### config.mk
export PLATFORM = sky130hd
export DESIGN_NAME = ksa_engine
export DESIGN_NICKNAME = d
export VERILOG_FILES = /design/src/rtl/ksa_engine.sv
export SDC_FILE = /design/constraint.sdc
export NUM_CORES = 1
export LEC_CHECK = 0
export ABC_CLOCK_PERIOD_IN_PS = 7300
export BUFFER_PORTS_ARGS = -buffer_cell sky130_fd_sc_hd__clkbuf_2
export CAP_MARGIN = 0
export CORE_UTILIZATION = 60
export CTS_BUF_LIST = sky130_fd_sc_hd__clkbuf_2 sky130_fd_sc_hd__clkbuf_4 sky130_fd_sc_hd__clkbuf_8
export CTS_CLUSTER_SIZE = 8
export DETAILED_ROUTE_END_ITERATION = 6
export PLACE_DENSITY_LB_ADDON = 0.12
export SETUP_SLACK_MARGIN = 0.02
export SYNTH_ARGS = -nofsm -noshare
export SYNTH_HDL_FRONTEND = slang
export SYNTH_SLANG_ARGS = --single-unit
### constraint.sdc
create_clock -name clk -period 7.3 [get_ports clk]
set_clock_uncertainty 0.1 [all_clocks]
set_input_delay 1.46 -clock clk [delete_from_list [all_inputs] [get_ports clk]]
set_output_delay 1.46 -clock clk [all_outputs]
set_load 0.02 [all_outputs]
### src/rtl/ksa_engine.sv
// RC4 key-scheduling engine: optional identity fill of S, then the key-driven
// swap pass, driving a single-port registered S RAM under a start/done handshake.
module ksa_engine #(
  parameter int ADDR_W  = 8,
  parameter int KEY_LEN = 3
) (
  input  logic                      clk,
  input  logic                      rst_n,
  input  logic                      start,
  input  logic                      init_en,
  input  logic [KEY_LEN*ADDR_W-1:0] key,
  output logic                      busy,
  output logic                      done,
  output logic [ADDR_W-1:0]         mem_addr,
  output logic [ADDR_W-1:0]         mem_wr_data,
  output logic                      mem_wren,
  input  logic [ADDR_W-1:0]         mem_rd_data
);
  localparam int KW = (KEY_LEN > 1) ? $clog2(KEY_LEN) : 1;

  typedef enum logic [3:0] {IDLE, INIT, RDI, LDI, RDJ, LDJ, WRI, WRJ, DONE} state_t;

  state_t                           state;
  logic [ADDR_W-1:0]                i, j, si;
  logic [KEY_LEN-1:0][ADDR_W-1:0]   key_r;
  logic [KW-1:0]                    kidx;
  logic [ADDR_W-1:0]                key_sel, j_nxt;

  // Entry 0 sits in the most-significant slice of the key bus.
  always_comb begin
    key_sel = key_r[KEY_LEN-1];
    for (int k = 0; k < KEY_LEN; k++)
      if (kidx == KW'(k)) key_sel = key_r[KEY_LEN-1-k];
  end

  assign j_nxt = j + mem_rd_data + key_sel;

  // Outputs are registered, so each transition loads the bus values of the next state.
  always_ff @(posedge clk or negedge rst_n) begin
    if (!rst_n) begin
      state       <= IDLE;
      busy        <= 1'b0;
      done        <= 1'b0;
      mem_addr    <= '0;
      mem_wr_data <= '0;
      mem_wren    <= 1'b0;
      i           <= '0;
      j           <= '0;
      si          <= '0;
      key_r       <= '0;
      kidx        <= '0;
    end else begin
      done     <= 1'b0;
      mem_wren <= 1'b0;
      case (state)
        IDLE: if (start) begin
          key_r    <= key;
          i        <= '0;
          j        <= '0;
          kidx     <= '0;
          busy     <= 1'b1;
          mem_addr <= '0;
          if (init_en) begin
            state       <= INIT;
            mem_wr_data <= '0;
            mem_wren    <= 1'b1;
          end else begin
            state <= RDI;
          end
        end
        INIT: begin
          if (i == '1) begin
            i        <= '0;
            mem_addr <= '0;
            state    <= RDI;
          end else begin
            i           <= i + ADDR_W'(1);
            mem_addr    <= i + ADDR_W'(1);
            mem_wr_data <= i + ADDR_W'(1);
            mem_wren    <= 1'b1;
          end
        end
        RDI: state <= LDI;
        LDI: begin
          si       <= mem_rd_data;
          j        <= j_nxt;
          mem_addr <= j_nxt;
          state    <= RDJ;
        end
        RDJ: state <= LDJ;
        LDJ: begin
          mem_addr    <= i;
          mem_wr_data <= mem_rd_data;
          mem_wren    <= 1'b1;
          state       <= WRI;
        end
        // Writing j second means a j == i swap leaves si in place.
        WRI: begin
          mem_addr    <= j;
          mem_wr_data <= si;
          mem_wren    <= 1'b1;
          state       <= WRJ;
        end
        WRJ: begin
          kidx <= (kidx == KW'(KEY_LEN-1)) ? '0 : kidx + KW'(1);
          if (i == '1) begin
            done  <= 1'b1;
            state <= DONE;
          end else begin
            i        <= i + ADDR_W'(1);
            mem_addr <= i + ADDR_W'(1);
            state    <= RDI;
          end
        end
        DONE: begin
          busy  <= 1'b0;
          state <= IDLE;
        end
        default: state <= IDLE;
      endcase
    end
  end
endmodule
# ---- Yosys cells after proc, flatten, opt, wreduce, memory -nomap -nowiden
# Index checks and enable logic that the tools add are counted.
dict set report op_classes {
  addsub 4
  n_eq_ne 16
  mux 27
  n_reduce_logical 16
}
# op n
set ops {}
lappend ops {{8-bit 2-to-1 mux} 7}
lappend ops {{8-bit case mux with 6 select lines} 1}
lappend ops {{4-bit case mux with 8 select lines} 1}
lappend ops {{8-bit case mux with 4 select lines} 1}
lappend ops {{8-bit case mux with 3 select lines} 1}
lappend ops {{8-bit adder} 2}
lappend ops {{4-bit by 3-bit equality test with 1-bit output (second input constant)} 4}
lappend ops {{8-bit case mux with 2 select lines} 1}
lappend ops {{4-bit 2-to-1 mux} 3}
lappend ops {{2-bit inequality test (second input constant)} 5}
lappend ops {{2-bit AND reduction} 5}
lappend ops {{8-bit by 1-bit adder with 8-bit output (second input constant)} 1}
lappend ops {{4-bit by 2-bit equality test with 1-bit output (second input constant)} 2}
lappend ops {{8-bit equality test (second input constant)} 1}
lappend ops {{1-bit 2-to-1 mux} 6}
lappend ops {{2-bit 2-to-1 mux} 3}
lappend ops {{3-bit AND reduction} 2}
lappend ops {{2-bit nonzero test} 3}
lappend ops {{6-bit nonzero test} 1}
lappend ops {{4-bit by 1-bit equality test with 1-bit output (second input constant)} 1}
lappend ops {{4-bit equality test (second input constant)} 1}
lappend ops {{4-bit zero test} 1}
lappend ops {{2-bit case mux with 2 select lines} 1}
lappend ops {{4-bit AND reduction} 1}
lappend ops {{8 further kinds} 8}
dict set report word_totals {
  register_bits 73
  input_bits 36
  out_inout_bits 19
  word_cells 76
}

# ---- Depth between registers and ports, before layout
dict set report logic_depth {
  word_depth 5
  ltp_mapped 14
  depth_no_buf 13
}

# ---- Worst setup path before layout
# Ideal clock, no wire load.
dict set report synth_path {
  path_type {input-to-reg}
  startpoint {input port mem_rd_data[1]}
  endpoint {register mem_addr[3]}
  setup_ns 0.121
  t_arrival_ns 3.275
  required_ns 7.079
  path_slack_ns 3.804
  path_stages 8
  cell_sequence {fa_1 ha_1 inv_1 fa_1 xnor2_1 a22o_1 a211o_1 a22o_1}
}
dict set report synth_via {
  elab_chain_len 3
}
# element line
set synth_rtl {}
lappend synth_rtl {{from (decl)} 17} ;# input logic [ADDR_W-1:0] mem_rd_data
lappend synth_rtl {{8-bit adder (2 in a row)} 36} ;# assign j_nxt = j + mem_rd_data + key_sel;
lappend synth_rtl {{8-bit case mux with 6 select lines} 55} ;# case (state)
lappend synth_rtl {{to (signal assigned)} 78} ;# mem_addr <= i + ADDR_W'(1);
lappend synth_rtl {{to (signal assigned)} 87} ;# mem_addr <= j_nxt;
lappend synth_rtl {{to (signal assigned)} 92} ;# mem_addr <= i;
lappend synth_rtl {{to (decl)} 14} ;# output logic [ADDR_W-1:0] mem_addr,
# Every way passes these cells.
# A chain may end at the register's enable or synchronous reset.

# ---- Worst setup path after layout
dict set report layout_path {
  startpoint {register kidx[0]}
  endpoint {register mem_addr[7]}
}
dict set report layout_via {
  elab_chain_len 5
  word_cells_on_any_way 6
}
# element line
set layout_rtl {}
lappend layout_rtl {{from (decl)} 26} ;# logic [KW-1:0] kidx;
lappend layout_rtl {{from (signal assigned)} 105} ;# kidx <= (kidx == KW'(KEY_LEN-1)) ? '0 : kidx + KW'(1);
lappend layout_rtl {{2-bit by 1-bit equality test with 1-bit output} 33} ;# if (kidx == KW'(k)) key_sel = key_r[KEY_LEN-1-k];
lappend layout_rtl {{8-bit 2-to-1 mux} 33}
lappend layout_rtl {{8-bit 2-to-1 mux (*)} 33}
lappend layout_rtl {{8-bit adder (*)} 36}
lappend layout_rtl {{8-bit case mux with 6 select lines (*)} 55}
# Mark *: on every way between the ends. The rest lies on a longest branch, timed or not.

==> results.yml <==
worst_setup_path:
  crit_start: "kidx[0]"
  start_kind: "register"
  crit_arrival_ps: 3700
  crit_type: "reg -> reg"
  cp_max_fo: 23
  worstReg2RegStart: "kidx[0]"
  critPathCaptureType: "register"
  critPathRequiredTime_ps: 7450
yosys:
  synth-simple-area-share: 0.144
  syn-num-nets: 446
  synth-xor-area-share: 0.0325
  synth_adder_area_share: 0.0613
  async_reset_ff_frac: 1.00
  post-synth-top-area-fraction: 0.452
  ys_seq_area_frac: 0.452
  syn_inst: 395
  postSynthAreaPerCell_um2: 10.2
  synth_compound_gate_area_share: 0.159
  yosys.cell_count.top_type: "dfrtp_1"
  synth_largest_area_cell: "dfrtp_1"
  synth_warnings: 0
  synth-edff-count: 0
  synth.distinct_cells: 52
  synth_common_cells: "dfrtp_1 (73), nand2_1 (59), mux2_2 (27), o21ai_0 (24), nor2_1 (20)"
  muxShareOfSynthArea: 0.108
  synthTopCellsByArea: "dfrtp_1 (45%), mux2_2 (7.5%), nand2_1 (5.5%)"
  synth_flop_cell: "dfrtp_1"
  syn-cell-area_um2: 4040
  synth_seq_cells: 73
  synth_top_family_by_area: "compound AO/OA/AOI/OAI gates"
timing:
  finalCritPeriodShare: 0.486
  grt_setup_unrepaired: "no"
  worst_pin_slew_ps: 944
  fin_crit_ps: 3550
  setup_viol: 0
  drv_slew: 0
  fmax_mhz: 282
  hold_viol: 0
  final.setup.tns_ps: 0
  relSlewSlack: 0.370
grt:
  grt_overflow: 0
  antenna_found_initial: 0
  grt_first_pass_wirelength_um: 14800
  grt_max_degree: 74
  grt_use_total: 0.272
  grt_pass1_vias: 2934
route:
  drt_iter0_drc: 233
  firstDrtPassIters: 7
  drc_errors: 8
  vias: 3143
  vias_per_cell: 5.95
  avgRoutedWirePerCell_um: 17.4
  ant_nets: 0
  routed_wl_um: 9190
power:
  p_leak_nw: 2.18
  vdd_drop_max_mv: 0.272
  seqPwrFrac: 0.315
  p_clk_frac: 0.148
  power_switching_mw: 1.02
  combPwrFrac: 0.537
  switching_share: 0.434
  p_int_mw: 1.32
  p_per_area_nw_per_um2: 513
floorplanning:
  coreArea_um2: 6420
  io_pins: 55
  rows: 29
  start_util: 0.629
  dieArea_um2: 7070
  die_y_um: 84.1
  die_x_um: 84.1
final_layout:
  fill_cells: 505
  drive_gt1_frac: 0.255
  fin_area_um2: 4560
  nets: 497
  n_antenna_cell: 0
  area_growth_pct: 12.8
clock_tree:
  postCtsHoldBufs: 0
  tritoncts: "yes"
  cts_buffer_depth: 2
  postCtsSetupBuffers: 0
  h-tree-depth: 3
  insertion_delay_ps: 330
  cts_resized: 0
  cts_root_buf: "clkbuf_8"
  cts_buffers: 9
  clk_pin_slew_ps: 80
  cts_num_sinks: 73
placement:
  place_area_um2: 4340
  post-dp-hpwl_um: 6510
  portBuffers: 54
  globalplace.congestion: 0.924
run_status:
  outcome: "finished, violations left"
  violations: "DRC"
job:
  cap_violations: 0
worst_hold_path:
  min_from: "si[0]"
  hold_path.class: "reg -> reg"
logic make-up (layout without fill, tap and decap cells):
group,Yosys count,count (layout)
DFF,73,73
adders and majority gates,15,15
and+or+nand+nor,119,119
muxes,40,40
AOI/OAI and AO/OA,95,95
buffers and inverters,38,94
xor gates and xnor gates,15,15
state kept, by name (all words and copies together), names as in the netlist:
signal,flops
kidx,2
j,8
key_r,24
state,4
si,8
i,8
mem_wren,1
mem_wr_data,8
done,1
mem_addr,8
busy,1
power by group through the flow:
stage / sequential (mW) / clock [mW] / combinational (mW)
6_report: 0.737 / 0.345 / 1.26
2_1_floorplan: 0.699 / 0 / 0.987
3_5_place_dp: 0.745 / 0 / 1.24
4_1_cts: 0.736 / 0.349 / 1.25
5_1_grt: 0.763 / 0.363 / 1.40
3_3_place_gp: 0.736 / 0 / 1.21
cell type report:
type,count,area (um^2),area share
well taps,77,96.3,0.0211
inverters,19,71.3,0.0157
clock inverters,6,82.6,0.0181
flip-flops and latches,73,1830,0.401
multi-input cells,284,2040,0.448
clock buffers,10,131,0.0288
repair buffers,59,308,0.0676
stage by stage:
stage | hold WS, ps | worst slack [ps] | total power [mW] | std cells | util
after floorplan | 346 | 3800 | 1.69 | 395 | -
after global placement | 358 | 3630 | 1.95 | 512 | 0.676
after detailed placement | 365 | 3590 | 1.98 | 512 | 0.676
after CTS | 392 | 3770 | 2.33 | 528 | 0.709
after global routing | 419 | 3520 | 2.52 | 528 | 0.709
final | 395 | 3750 | 2.34 | 528 | 0.709
path summary, 6_finish.rpt:
check                               to  slack, ps  cells after the start
max                        mem_addr[7]       3750                     11
min                              si[0]        400                      2
max reg2reg                mem_addr[7]       3750                     11
min reg2reg                      si[0]        400                      2
max in group asynchronous         j[6]       5230                      2
min in group asynchronous     state[0]       1230                      2
cells in the final DEF (no fill, tap or decap), types with 4 or more instances in the layout:
cell / synthesis / routed
a22o_1: 10 / 10
a21oi_1: 17 / 17
nor2_1: 20 / 20
a222oi_1: 5 / 5
mux2_2: 27 / 27
ha_1: 7 / 7
nor2b_1: 7 / 7
and3_1: 4 / 4
clkbuf_8: 0 / 9
nand3_1: 6 / 6
buf_4: 3 / 5
xor2_1: 6 / 6
o21ai_0: 24 / 24
nand2_1: 59 / 59
dfrtp_1: 73 / 73
a211o_1: 4 / 4
fa_1: 8 / 8
mux2i_1: 12 / 12
a22oi_1: 4 / 4
a211oi_1: 5 / 5
inv_1: 19 / 19
clkbuf_2: 0 / 53
xnor2_1: 9 / 9
nor3_1: 4 / 4
o21ai_1: 6 / 6
worst max-delay path, cell delays in order (launching register included):
cell,delay [ps]
dfrtp_1,920
mux2_2,410
o21ai_0,270
fa_1,460
inv_1,70
ha_1,270
o211ai_1,200
a21oi_1,60
a211oi_1,270
xnor2_1,160
nand2_1,90
a41oi_1,180
layer usage:
layer,track usage,wire [um],vias to the layer above
li1,-,-,1493
met1,0.374,4030,1533
met2,0.438,4510,100
met3,0.0376,450,17
met4,0.111,191,0
met5,0,0,-
(Power assumes the default switching activity.)
